<file path="src/rtl/trackball_multi.sv">
// N-axis trackball emulator: mouse packets, digital joystick and analog stick feed saturating
// per-axis step accumulators that drain as tb_dir/tb_clk steps. Optional: TRACKBALL_IDLE_CLR_EN.
module trackball_multi #(
  parameter int AXES        = 2,
  parameter int ACC_W       = 10,
  parameter int STEP_DIV    = 1000,
  parameter int JOY_DIV_LO  = 40000,
  parameter int JOY_DIV_HI  = 20000,
  parameter int IDLE_CYCLES = 5000000
) (
  input  logic                 clk,
  input  logic                 reset,
  input  logic                 mouse_strobe,
  input  logic [AXES*9-1:0]    mouse_dx,
  input  logic [1:0]           mouse_speed,
  input  logic [AXES*2-1:0]    joystick,
  input  logic                 joystick_mode,
  input  logic [AXES*8-1:0]    joystick_analog,
  input  logic                 joystick_sensitivity,
  input  logic                 flip,
  output logic [AXES-1:0]      tb_dir,
  output logic [AXES-1:0]      tb_clk
);

  // Working width holds acc + doubled mouse delta + joystick term without overflow before clamping.
  localparam int SW      = ((ACC_W > 11) ? ACC_W : 11) + 2;
  localparam int STEP_W  = (STEP_DIV > 1) ? $clog2(STEP_DIV) : 1;
  localparam int JOY_MAX = (JOY_DIV_LO > JOY_DIV_HI) ? JOY_DIV_LO : JOY_DIV_HI;
  localparam int JOY_W   = (JOY_MAX > 1) ? $clog2(JOY_MAX) : 1;

  localparam logic signed [SW-1:0] ACC_MAX = SW'((1 << (ACC_W - 1)) - 1);
  localparam logic signed [SW-1:0] ACC_MIN = -ACC_MAX;
  localparam logic signed [SW-1:0] ONE_P   = SW'(1);
  localparam logic signed [SW-1:0] ONE_N   = SW'(-1);

  if (AXES < 1 || ACC_W < 2 || STEP_DIV < 1 || JOY_DIV_LO < 1 || JOY_DIV_HI < 1 || IDLE_CYCLES < 1)
  begin : g_bad_params
    $error("trackball_multi: invalid parameter values");
  end

  logic              shadow;
  logic              primed;
  logic              packet;
  logic [STEP_W-1:0] step_cnt;
  logic              step_wrap;
  logic [JOY_W-1:0]  joy_cnt;
  logic [JOY_W-1:0]  joy_lim;
  logic              joy_wrap;
  logic              joy_sens_q;

  assign packet    = primed && (mouse_strobe != shadow);
  assign step_wrap = (step_cnt == STEP_W'(STEP_DIV - 1));
  assign joy_lim   = joy_sens_q ? JOY_W'(JOY_DIV_HI - 1) : JOY_W'(JOY_DIV_LO - 1);
  assign joy_wrap  = (joy_cnt == joy_lim);

  // The joystick divisor is latched at each wrap so a sensitivity change never strands the counter above its limit.
  always_ff @(posedge clk or posedge reset) begin
    if (reset) begin
      // NOTE: state registers use non-blocking assignments so every block sees pre-edge values.
      shadow     <= 1'b0;
      primed     <= 1'b0;
      step_cnt   <= '0;
      joy_cnt    <= '0;
      joy_sens_q <= 1'b0;
    end else begin
      shadow <= mouse_strobe;
      primed <= 1'b1;
      step_cnt <= step_wrap ? '0 : step_cnt + STEP_W'(1);
      if (joy_wrap) begin
        joy_cnt    <= '0;
        joy_sens_q <= joystick_sensitivity;
      end else begin
        joy_cnt <= joy_cnt + JOY_W'(1);
      end
    end
  end

  for (genvar g = 0; g < AXES; g++) begin : g_axis
    logic signed [8:0]       dx;
    logic signed [7:0]       an;
    logic signed [SW-1:0]    dx_w;
    logic signed [SW-1:0]    an_w;
    logic signed [SW-1:0]    acc_w;
    logic signed [SW-1:0]    mouse_term;
    logic signed [SW-1:0]    joy_term;
    logic signed [SW-1:0]    step_term;
    logic signed [SW-1:0]    sum;
    logic signed [SW-1:0]    sat;
    logic signed [ACC_W-1:0] acc;
    logic signed [ACC_W-1:0] acc_next;
    logic                    acc_pos;
    logic                    emit;
    logic                    force_zero;
    logic                    dir_q;
    logic                    clk_q;

    assign dx      = mouse_dx[9*g +: 9];
    assign an      = joystick_analog[8*g +: 8];
    assign dx_w    = {{(SW-9){dx[8]}}, dx};
    assign an_w    = {{(SW-8){an[7]}}, an};
    assign acc_w   = {{(SW-ACC_W){acc[ACC_W-1]}}, acc};
    assign acc_pos = !acc[ACC_W-1] && (acc != '0);
    assign emit    = step_wrap && (acc != '0);

    always_comb begin
      // NOTE: every output gets a default first so no path can infer a latch.
      mouse_term = '0;
      joy_term   = '0;
      step_term  = '0;
      if (packet) begin
        case (mouse_speed)
          2'd0:    mouse_term = dx_w >>> 2;
          2'd1:    mouse_term = dx_w >>> 1;
          2'd2:    mouse_term = dx_w;
          default: mouse_term = dx_w <<< 1;
        endcase
      end
      if (joy_wrap) begin
        if (joystick_mode) begin
          if (an >= 8'sd16 || an <= -8'sd16) joy_term = an_w >>> 4;
        end else begin
          case (joystick[2*g +: 2])
            2'b01:   joy_term = ONE_P;
            2'b10:   joy_term = ONE_N;
            default: joy_term = '0;
          endcase
        end
      end
      if (emit) step_term = acc_pos ? ONE_P : ONE_N;
      // All same-cycle contributions are summed first so the clamp is applied exactly once.
      sum = acc_w + mouse_term + joy_term - step_term;
      if (sum > ACC_MAX)      sat = ACC_MAX;
      else if (sum < ACC_MIN) sat = ACC_MIN;
      else                    sat = sum;
      acc_next = sat[ACC_W-1:0];
    end

`ifdef TRACKBALL_IDLE_CLR_EN
    localparam int IDLE_W = $clog2(IDLE_CYCLES + 1);
    logic [IDLE_W-1:0] idle_cnt;
    logic              idle_clr;
    logic              idle_hit;

    assign idle_clr   = packet || (joy_term != '0);
    assign idle_hit   = (idle_cnt == IDLE_W'(IDLE_CYCLES));
    assign force_zero = idle_hit && !idle_clr;

    always_ff @(posedge clk or posedge reset) begin
      if (reset)          idle_cnt <= '0;
      else if (idle_clr)  idle_cnt <= '0;
      else if (!idle_hit) idle_cnt <= idle_cnt + IDLE_W'(1);
    end
`else
    assign force_zero = 1'b0;
`endif

    always_ff @(posedge clk or posedge reset) begin
      if (reset) begin
        acc   <= '0;
        dir_q <= 1'b0;
        clk_q <= 1'b0;
      end else begin
        acc <= force_zero ? '0 : acc_next;
        if (emit) begin
          dir_q <= acc_pos ^ flip;
          clk_q <= ~clk_q;
        end
      end
    end

    assign tb_dir[g] = dir_q;
    assign tb_clk[g] = clk_q;
  end

endmodule

</file>
<file path="config.mk">
export PLATFORM = sky130hd
export DESIGN_NAME = trackball_multi
export DESIGN_NICKNAME = d
export VERILOG_FILES = /design/src/rtl/trackball_multi.sv
export SDC_FILE = /design/constraint.sdc
export NUM_CORES = 1
export LEC_CHECK = 0
export CORE_ASPECT_RATIO = 0.5
export CORE_MARGIN = 2
export CORE_UTILIZATION = 50
export DETAILED_ROUTE_END_ITERATION = 10
export PLACE_DENSITY = 0.84
export SLEW_MARGIN = 10
export SYNTH_ARGS = -nofsm -noshare
export SYNTH_HDL_FRONTEND = slang
export SYNTH_SLANG_ARGS = --single-unit
</file>
<file path="constraint.sdc">
create_clock -name clk -period 4.9 [get_ports clk]
set_input_delay 1.47 -clock clk [delete_from_list [all_inputs] [get_ports clk]]
set_output_delay 1.47 -clock clk [all_outputs]
set_load 0.01 [all_outputs]
</file>
# Yosys cells after proc, flatten, opt, wreduce, memory -nomap -nowiden
# Index checks and enable logic that the tools add are counted.
# Widths: inputs -> output; s select.
[totals] out_inout_bits=4 ff_bits=53 in_bits=46 word_cells=75
[op_classes] add_sub_neg=8 reduce_logical=12 eq_ne=9 bitwise_logic=4 n_mux=23 order_cmp=8
[op_table] op="$mux 13" count=12
[op_table] op="$pmux 9 s3" count=2
[op_table] op="$pmux 13 s2" count=2
[op_table] op="$mux 10" count=5
[op_table] op="$mux 16" count=2
[op_table] op="$add 10x13->13" count=2
[op_table] op="$add 13x13->13" count=2
[op_table] op="$gt 13x10->1 const B" count=2
[op_table] op="$lt 13x10->1 const B" count=2
[op_table] op="$sub 13x13->13" count=2
[op_table] op="$reduce_bool 10->1" count=2
[op_table] op="$add 16x1->16 const B" count=1
[op_table] op="$eq 16x16->1" count=1
[op_table] op="$ge 8x6->1 const B" count=2
[op_table] op="$le 8x5->1 const B" count=2
[op_table] op="$add 10x1->10 const B" count=1
[op_table] op="$eq 10x10->1 const B" count=1
[op_table] op="$eq 2x1->1 const B" count=3
[op_table] op="$eq 2x2->1 const B" count=3
[op_table] op="$logic_and 1x1->1" count=5
[op_table] op="$logic_not 1->1" count=2
[op_table] op="$logic_not 2->1" count=1
[op_table] op="$logic_or 1x1->1" count=2
[op_table] op="$not 1->1" count=2
[op_table] op="other kinds (2)" count=3

# Logic depth before layout (Yosys ltp)
[logic_depth] depth_word=10 ltp_mapped=22 ltp_nobuf=20

# Worst setup path after synthesis
# No wires, ideal clock.
[synth_path] path_type="input-to-reg" startpoint="input mouse_speed[0]" endpoint="register g_axis[1].acc[0]" slack_ps=-1093 t_arrival_ps=5864 path_buffers=4 setup_ps=129 path_stages=18 path_cell_list="clkbuf_1 > buf_1 > clkbuf_1 > a211oi_1 > a211oi_1 > fa_1 > inv_1 > fa_1 > inv_1 > ha_1 > a21oi_2 > o211ai_2 > a221oi_4 > xor2_1 > or2_1 > a31o_1 > buf_6 > o41a_1"
[synth_between] elab_chain_len=9 word_cells_on_any_way=12 classes_between="add/sub: 3; order compare: 2; eq/ne: 2; mux: 4; reduce/logical: 1"
[synth_rtl] element="from (decl)" line="15" rtl="input logic [1:0] mouse_speed,"
[synth_rtl] element="$eq 2x2->1 (tied with other cells)" line="111" rtl="case (mouse_speed)"
[synth_rtl] element="$pmux 9 s3 (*)" line="111"
[synth_rtl] element="$mux 13 (*)" line="110" rtl="if (packet) begin"
[synth_rtl] element="$add 10x13->13 (*)" line="131" rtl="sum = acc_w + mouse_term + joy_term - step_term;"
[synth_rtl] element="$add 13x13->13 (*)" line="131"
[synth_rtl] element="$sub 13x13->13 (*)" line="131"
[synth_rtl] element="$lt 13x10->1" line="133" rtl="else if (sum < ACC_MIN) sat = ACC_MIN;"
[synth_rtl] element="$mux 10" line="133"
[synth_rtl] element="$mux 10 (*)" line="132" rtl="if (sum > ACC_MAX) sat = ACC_MAX;"
[synth_rtl] element="net g_axis[1].sat[0]" line="88" rtl="logic signed [SW-1:0] sat;"
[synth_rtl] element="to (signal assigned)" line="163" rtl="acc <= force_zero ? '0 : acc_next;"
[synth_rtl] element="to (decl)" line="89" rtl="logic signed [ACC_W-1:0] acc;"
# Mark *: on every way through the listed nets, which the timed path passes. The rest lies on a longest branch.
# A chain may end at the register's enable or synchronous reset.

# Final worst setup path
[layout_path] startpoint="input mouse_strobe" endpoint="register g_axis[1].acc[2]"
[layout_between] elab_chain_len=9 word_cells_on_any_way=10 classes_between="add/sub: 3; order compare: 2; eq/ne: 1; mux: 3; reduce/logical: 1"
[layout_rtl] element="from (decl)" line="13" rtl="input logic mouse_strobe,"
[layout_rtl] element="$ne 1x1->1 (*)" line="51" rtl="assign packet = primed && (mouse_strobe != shadow);"
[layout_rtl] element="$logic_and 1x1->1 (*)" line="51"
[layout_rtl] element="$mux 13 (*)" line="110"
[layout_rtl] element="$add 10x13->13 (*)" line="131"
[layout_rtl] element="$add 13x13->13 (*)" line="131"
[layout_rtl] element="$sub 13x13->13 (*)" line="131"
[layout_rtl] element="$lt 13x10->1" line="133"
[layout_rtl] element="$mux 10" line="133"
[layout_rtl] element="$mux 10 (*)" line="132"
[layout_rtl] element="net g_axis[1].sat[2]" line="88"
# Marked as above.

==> flow_metrics.tcl <==
set metrics [dict create \
    run_status "complete, but fails checks" \
    violations "negative setup slack" \
    dp_cells 877 \
    finalCriticalPeriod_ns 5.727 \
    clockRootBuffer "sky130_fd_sc_hd__clkbuf_16" \
    routed_wire_length_per_instance_um 26.63 \
    post_detailed_route_count_of_antenna_violating_nets 0 \
    vdd_ir_drop_max_uv 660.7 \
    final_worst_clock_skew_ns 0.008851 \
    synth_area_per_cell_um2 9.261 \
    final.setup.worst_slack_ns -0.8267 \
    powerDensity_nw_per_um2 883.0 \
    synthesis.nets 691 \
    report.final.hold_viol_count 0 \
    yosysWarnings 0 \
    dpl.hpwl_mm 11.87 \
    max_freq_mhz 174.6 \
    critPathRequiredTime_ns 5.11 \
    layout.cells.most_common_list "143 x sky130_fd_sc_hd__buf_4, 59 x sky130_fd_sc_hd__inv_1, 53 x sky130_fd_sc_hd__dfrtp_1" \
    grt_use_total_pct 34.98 \
    clk_path_buf_depth 2 \
    h_tree_levels 2 \
    regArea_um2 1326 \
    synth.top_cell.area_share_pct 24.91 \
    synth_async_sr_flop_share_pct 100.0 \
    r2r_end "g_axis[0].acc[2]" \
    antenna_found_initial 1 \
    switching_share_pct 48.06 \
    clock_sinks 53 \
    placementRows 26 \
    setup_viol 20 \
    worstSetupStartpoint "mouse_strobe" \
    netlist_area_um2 5325 \
    post_synth_num_cell_types 77 \
    most_common_cell_after_layout_fill_and_taps_aside "sky130_fd_sc_hd__buf_4" \
    critical_path.max_fanout 6 \
    critical_path.endpoint_type "flop" \
    starting_density_of_the_core_pct 51.80 \
    holdPathEnd "joy_cnt[0]" \
    r2r.worst_path.cells 22 \
    max-slew-margin-rel_pct 35.87 \
    synth_edf_count 0 \
    tightest_slew_ns 0.9496 \
    drt-pass1-iter-count 6 \
    cell_internal_pwr_uw 3761 \
    remaining_drc_errors 0 \
    portBuffers 49 \
    final.hold.worst_slack_ns 0.4875 \
    synthesis.instances 575 \
    design.die.area_um2 11540 \
    layout.nets 900 \
    final_worst_path_cycle_share_pct 116.9 \
    net_switching_power_of_the_design_uw 3481 \
    layout.core_utilization_pct 79.78 \
    drt_first_iter_violations 934 \
    leakagePower_uw 0.003744 \
    width_of_the_chip_um 149.9 \
    first_pass_grt_wire_length_mm 31.46 \
    grt_setup_unrepaired "yes" \
    synth-seq-cells 53 \
    design.portCount 50 \
    fin_setup_tns_ns -12.96 \
    synth_top_area_cell "sky130_fd_sc_hd__dfrtp_1" \
    drive_gt1_share_pct 44.71 \
    aggregate_routed_wire_length_mm 24.66 \
    cts_tree "built" \
    ys_seq_area_share_pct 24.91 \
    instances_no_fill 926 \
    globalRoute.totalOverflow 0 \
    die_h_um 76.98 \
    flow.area_growth_from_synthesis_pct 54.02 \
    min_delay_path_depth 1 \
    path_clk_slew_ns 0.07 \
    multi_input_area_um2 4413 \
    reg_power_share_pct 8.5 \
    final-max-slew-violation-count 0 \
    criticalPathCategory "in -> reg" \
    core-area_um2 10280 \
    clkLatencyLatePin_ns 0.31 \
    pwr-share-clk_pct 5.2 \
    grt_max_degree 30 \
    primary_flip_flop_cell_chosen_by_synthesis_mapping "sky130_fd_sc_hd__dfrtp_1" \
    power.combinational.fraction_pct 86.4 \
    cp_data_arrival_time_ns 5.93 \
    crit_path_start_kind "input pin" \
    number_of_fill_cells_in_the_layout 515 \
    avgViaCountPerCell 6.772 \
    r2r_slack_ns -0.61 \
    synth.top_cells.by_area "sky130_fd_sc_hd__dfrtp_1 25%, sky130_fd_sc_hd__fa_1 16%, sky130_fd_sc_hd__ha_1 6.6%, sky130_fd_sc_hd__inv_1 5.3%, sky130_fd_sc_hd__nand2_1 3.3%" \
    holdCritStartpoint "joy_cnt[0]" \
    reg2reg_from "step_cnt[1]" \
    number_of_global_route_vias_before_repair 6188 \
    gpl_wtd_cong 0.9335 \
    min_path_type "reg -> reg" \
    reported_max_cap_violation_count 0 \
    routed_vias 6271 \
    cts_inserted_buffers 5 \
]
cell usage after synthesis (3+ instances only):
library cell	count
sky130_fd_sc_hd__a211oi_1	15
sky130_fd_sc_hd__a21boi_0	8
sky130_fd_sc_hd__a21oi_1	18
sky130_fd_sc_hd__and2_1	3
sky130_fd_sc_hd__and3_1	10
sky130_fd_sc_hd__and4_1	3
sky130_fd_sc_hd__buf_2	4
sky130_fd_sc_hd__buf_4	4
sky130_fd_sc_hd__clkbuf_1	8
sky130_fd_sc_hd__dfrtp_1	53
sky130_fd_sc_hd__fa_1	42
sky130_fd_sc_hd__ha_1	28
sky130_fd_sc_hd__inv_1	75
sky130_fd_sc_hd__mux2i_1	7
sky130_fd_sc_hd__mux4_2	6
sky130_fd_sc_hd__nand2_1	47
sky130_fd_sc_hd__nand2b_1	10
sky130_fd_sc_hd__nand3_1	23
sky130_fd_sc_hd__nand3b_1	3
sky130_fd_sc_hd__nand4_1	5
sky130_fd_sc_hd__nor2_1	30
sky130_fd_sc_hd__nor2b_1	12
sky130_fd_sc_hd__nor3_1	5
sky130_fd_sc_hd__nor4_1	5
sky130_fd_sc_hd__o211ai_1	8
sky130_fd_sc_hd__o21a_1	3
sky130_fd_sc_hd__o21ai_0	17
sky130_fd_sc_hd__o21ai_1	7
sky130_fd_sc_hd__o21bai_1	3
sky130_fd_sc_hd__o311ai_1	3
sky130_fd_sc_hd__o31ai_1	4
sky130_fd_sc_hd__o41ai_1	8
sky130_fd_sc_hd__or2_2	7
sky130_fd_sc_hd__or4_1	5
sky130_fd_sc_hd__xnor2_1	18
sky130_fd_sc_hd__xor2_1	20
routing by layer:
layer	global-route usage, %	vias up	share of wire (%)
li1	-	2409	-
met1	39.57	2958	33
met2	60.41	619	44
met3	6.429	283	12
met4	23.58	2	10
met5	0	-	0.27
area by class of cell:
type                            instances  area share [%]
Tap cell                              140           2.136
Sequential cell                        53           16.17
Clock buffer                            6           1.571
Timing Repair Buffer                  221           22.50
Clock inverter                          2          0.1678
Antenna cell                            1         0.03051
Inverter                               75           3.616
Multi-Input combinational cell        428           53.81
worst max-delay path by stage:
stage	to
after global placement	g_axis[1].acc[0]
after floorplan	g_axis[0].acc[2]
final	g_axis[1].acc[2]
after CTS	g_axis[1].acc[0]
after global routing	g_axis[1].acc[7]
after detailed placement	g_axis[1].acc[0]
power groups by stage:
| stage | Clock (µW) | Sequential, µW | Combinational (µW) |
|---|---|---|---|
| final | 375 | 612 | 6250 |
| after global routing | 388 | 611 | 6460 |
| after CTS | 358 | 595 | 4880 |
| after detailed placement | 0 | 600 | 3870 |
| after global placement | 0 | 598 | 3690 |
| after floorplan | 0 | 579 | 2260 |
worst max-delay path, cell delays in order:
cell                              delay [ns]
sky130_fd_sc_hd__clkdlybuf4s15_2        0.23
sky130_fd_sc_hd__xor2_2                 0.23
sky130_fd_sc_hd__nand2_2                0.14
sky130_fd_sc_hd__buf_4                  0.21
sky130_fd_sc_hd__a21oi_1                0.49
sky130_fd_sc_hd__fa_1                   0.55
sky130_fd_sc_hd__fa_1                   0.49
sky130_fd_sc_hd__ha_1                   0.38
sky130_fd_sc_hd__buf_4                  0.16
sky130_fd_sc_hd__nand2_1                0.07
sky130_fd_sc_hd__o21ai_1                0.10
sky130_fd_sc_hd__a221oi_2               0.38
sky130_fd_sc_hd__and3_1                 0.26
sky130_fd_sc_hd__o21bai_1               0.11
sky130_fd_sc_hd__a31o_4                 0.28
sky130_fd_sc_hd__buf_6                  0.13
sky130_fd_sc_hd__o311ai_4               0.26
cell families (layout without fill, tap and decap cells):
kind of cell | after synthesis | after routing | share of synthesized area (%)
other | 1 | 2 | 0.07042
multiplexers | 14 | 14 | 4.065
flip-flops | 53 | 53 | 24.91
AO/OA/AOI/OAI | 120 | 120 | 16.57
buffers and inverters | 94 | 304 | 7.284
AND/OR/NAND/NOR | 185 | 185 | 18.49
adder cells (fa/ha/maj) | 70 | 70 | 22.37
XOR/XNOR | 38 | 38 | 6.250
per-stage QoR:
| step | setup slack (ns) | area (µm²) | total power, µW |
|---|---|---|---|
| CTS | -0.3738 | 7810 | 5829 |
| detailed placement | -1.276 | 6998 | 4469 |
| floorplan | -0.5171 | 5485 | 2838 |
| finish | -0.8267 | 8202 | 7242 |
| global placement | -1.091 | 6998 | 4289 |
| global route | -0.9492 | 8202 | 7460 |
registers in the layout (all words and copies together) (netlist names):
register,flops
g_axis.acc,20
g_axis.dir_q,2
step_cnt,10
shadow,1
g_axis.clk_q,2
joy_sens_q,1
joy_cnt,16
primed,1
what timing repair did:
item | CTS | global route
setup endpoints to repair | 20 | 20
resized for setup | 225 | 64
pin swaps | 91 | 59
hold buffers | 0 | 0
buffers inserted | 32 | 11
Note: power is estimated with default switching activity, not from simulation.
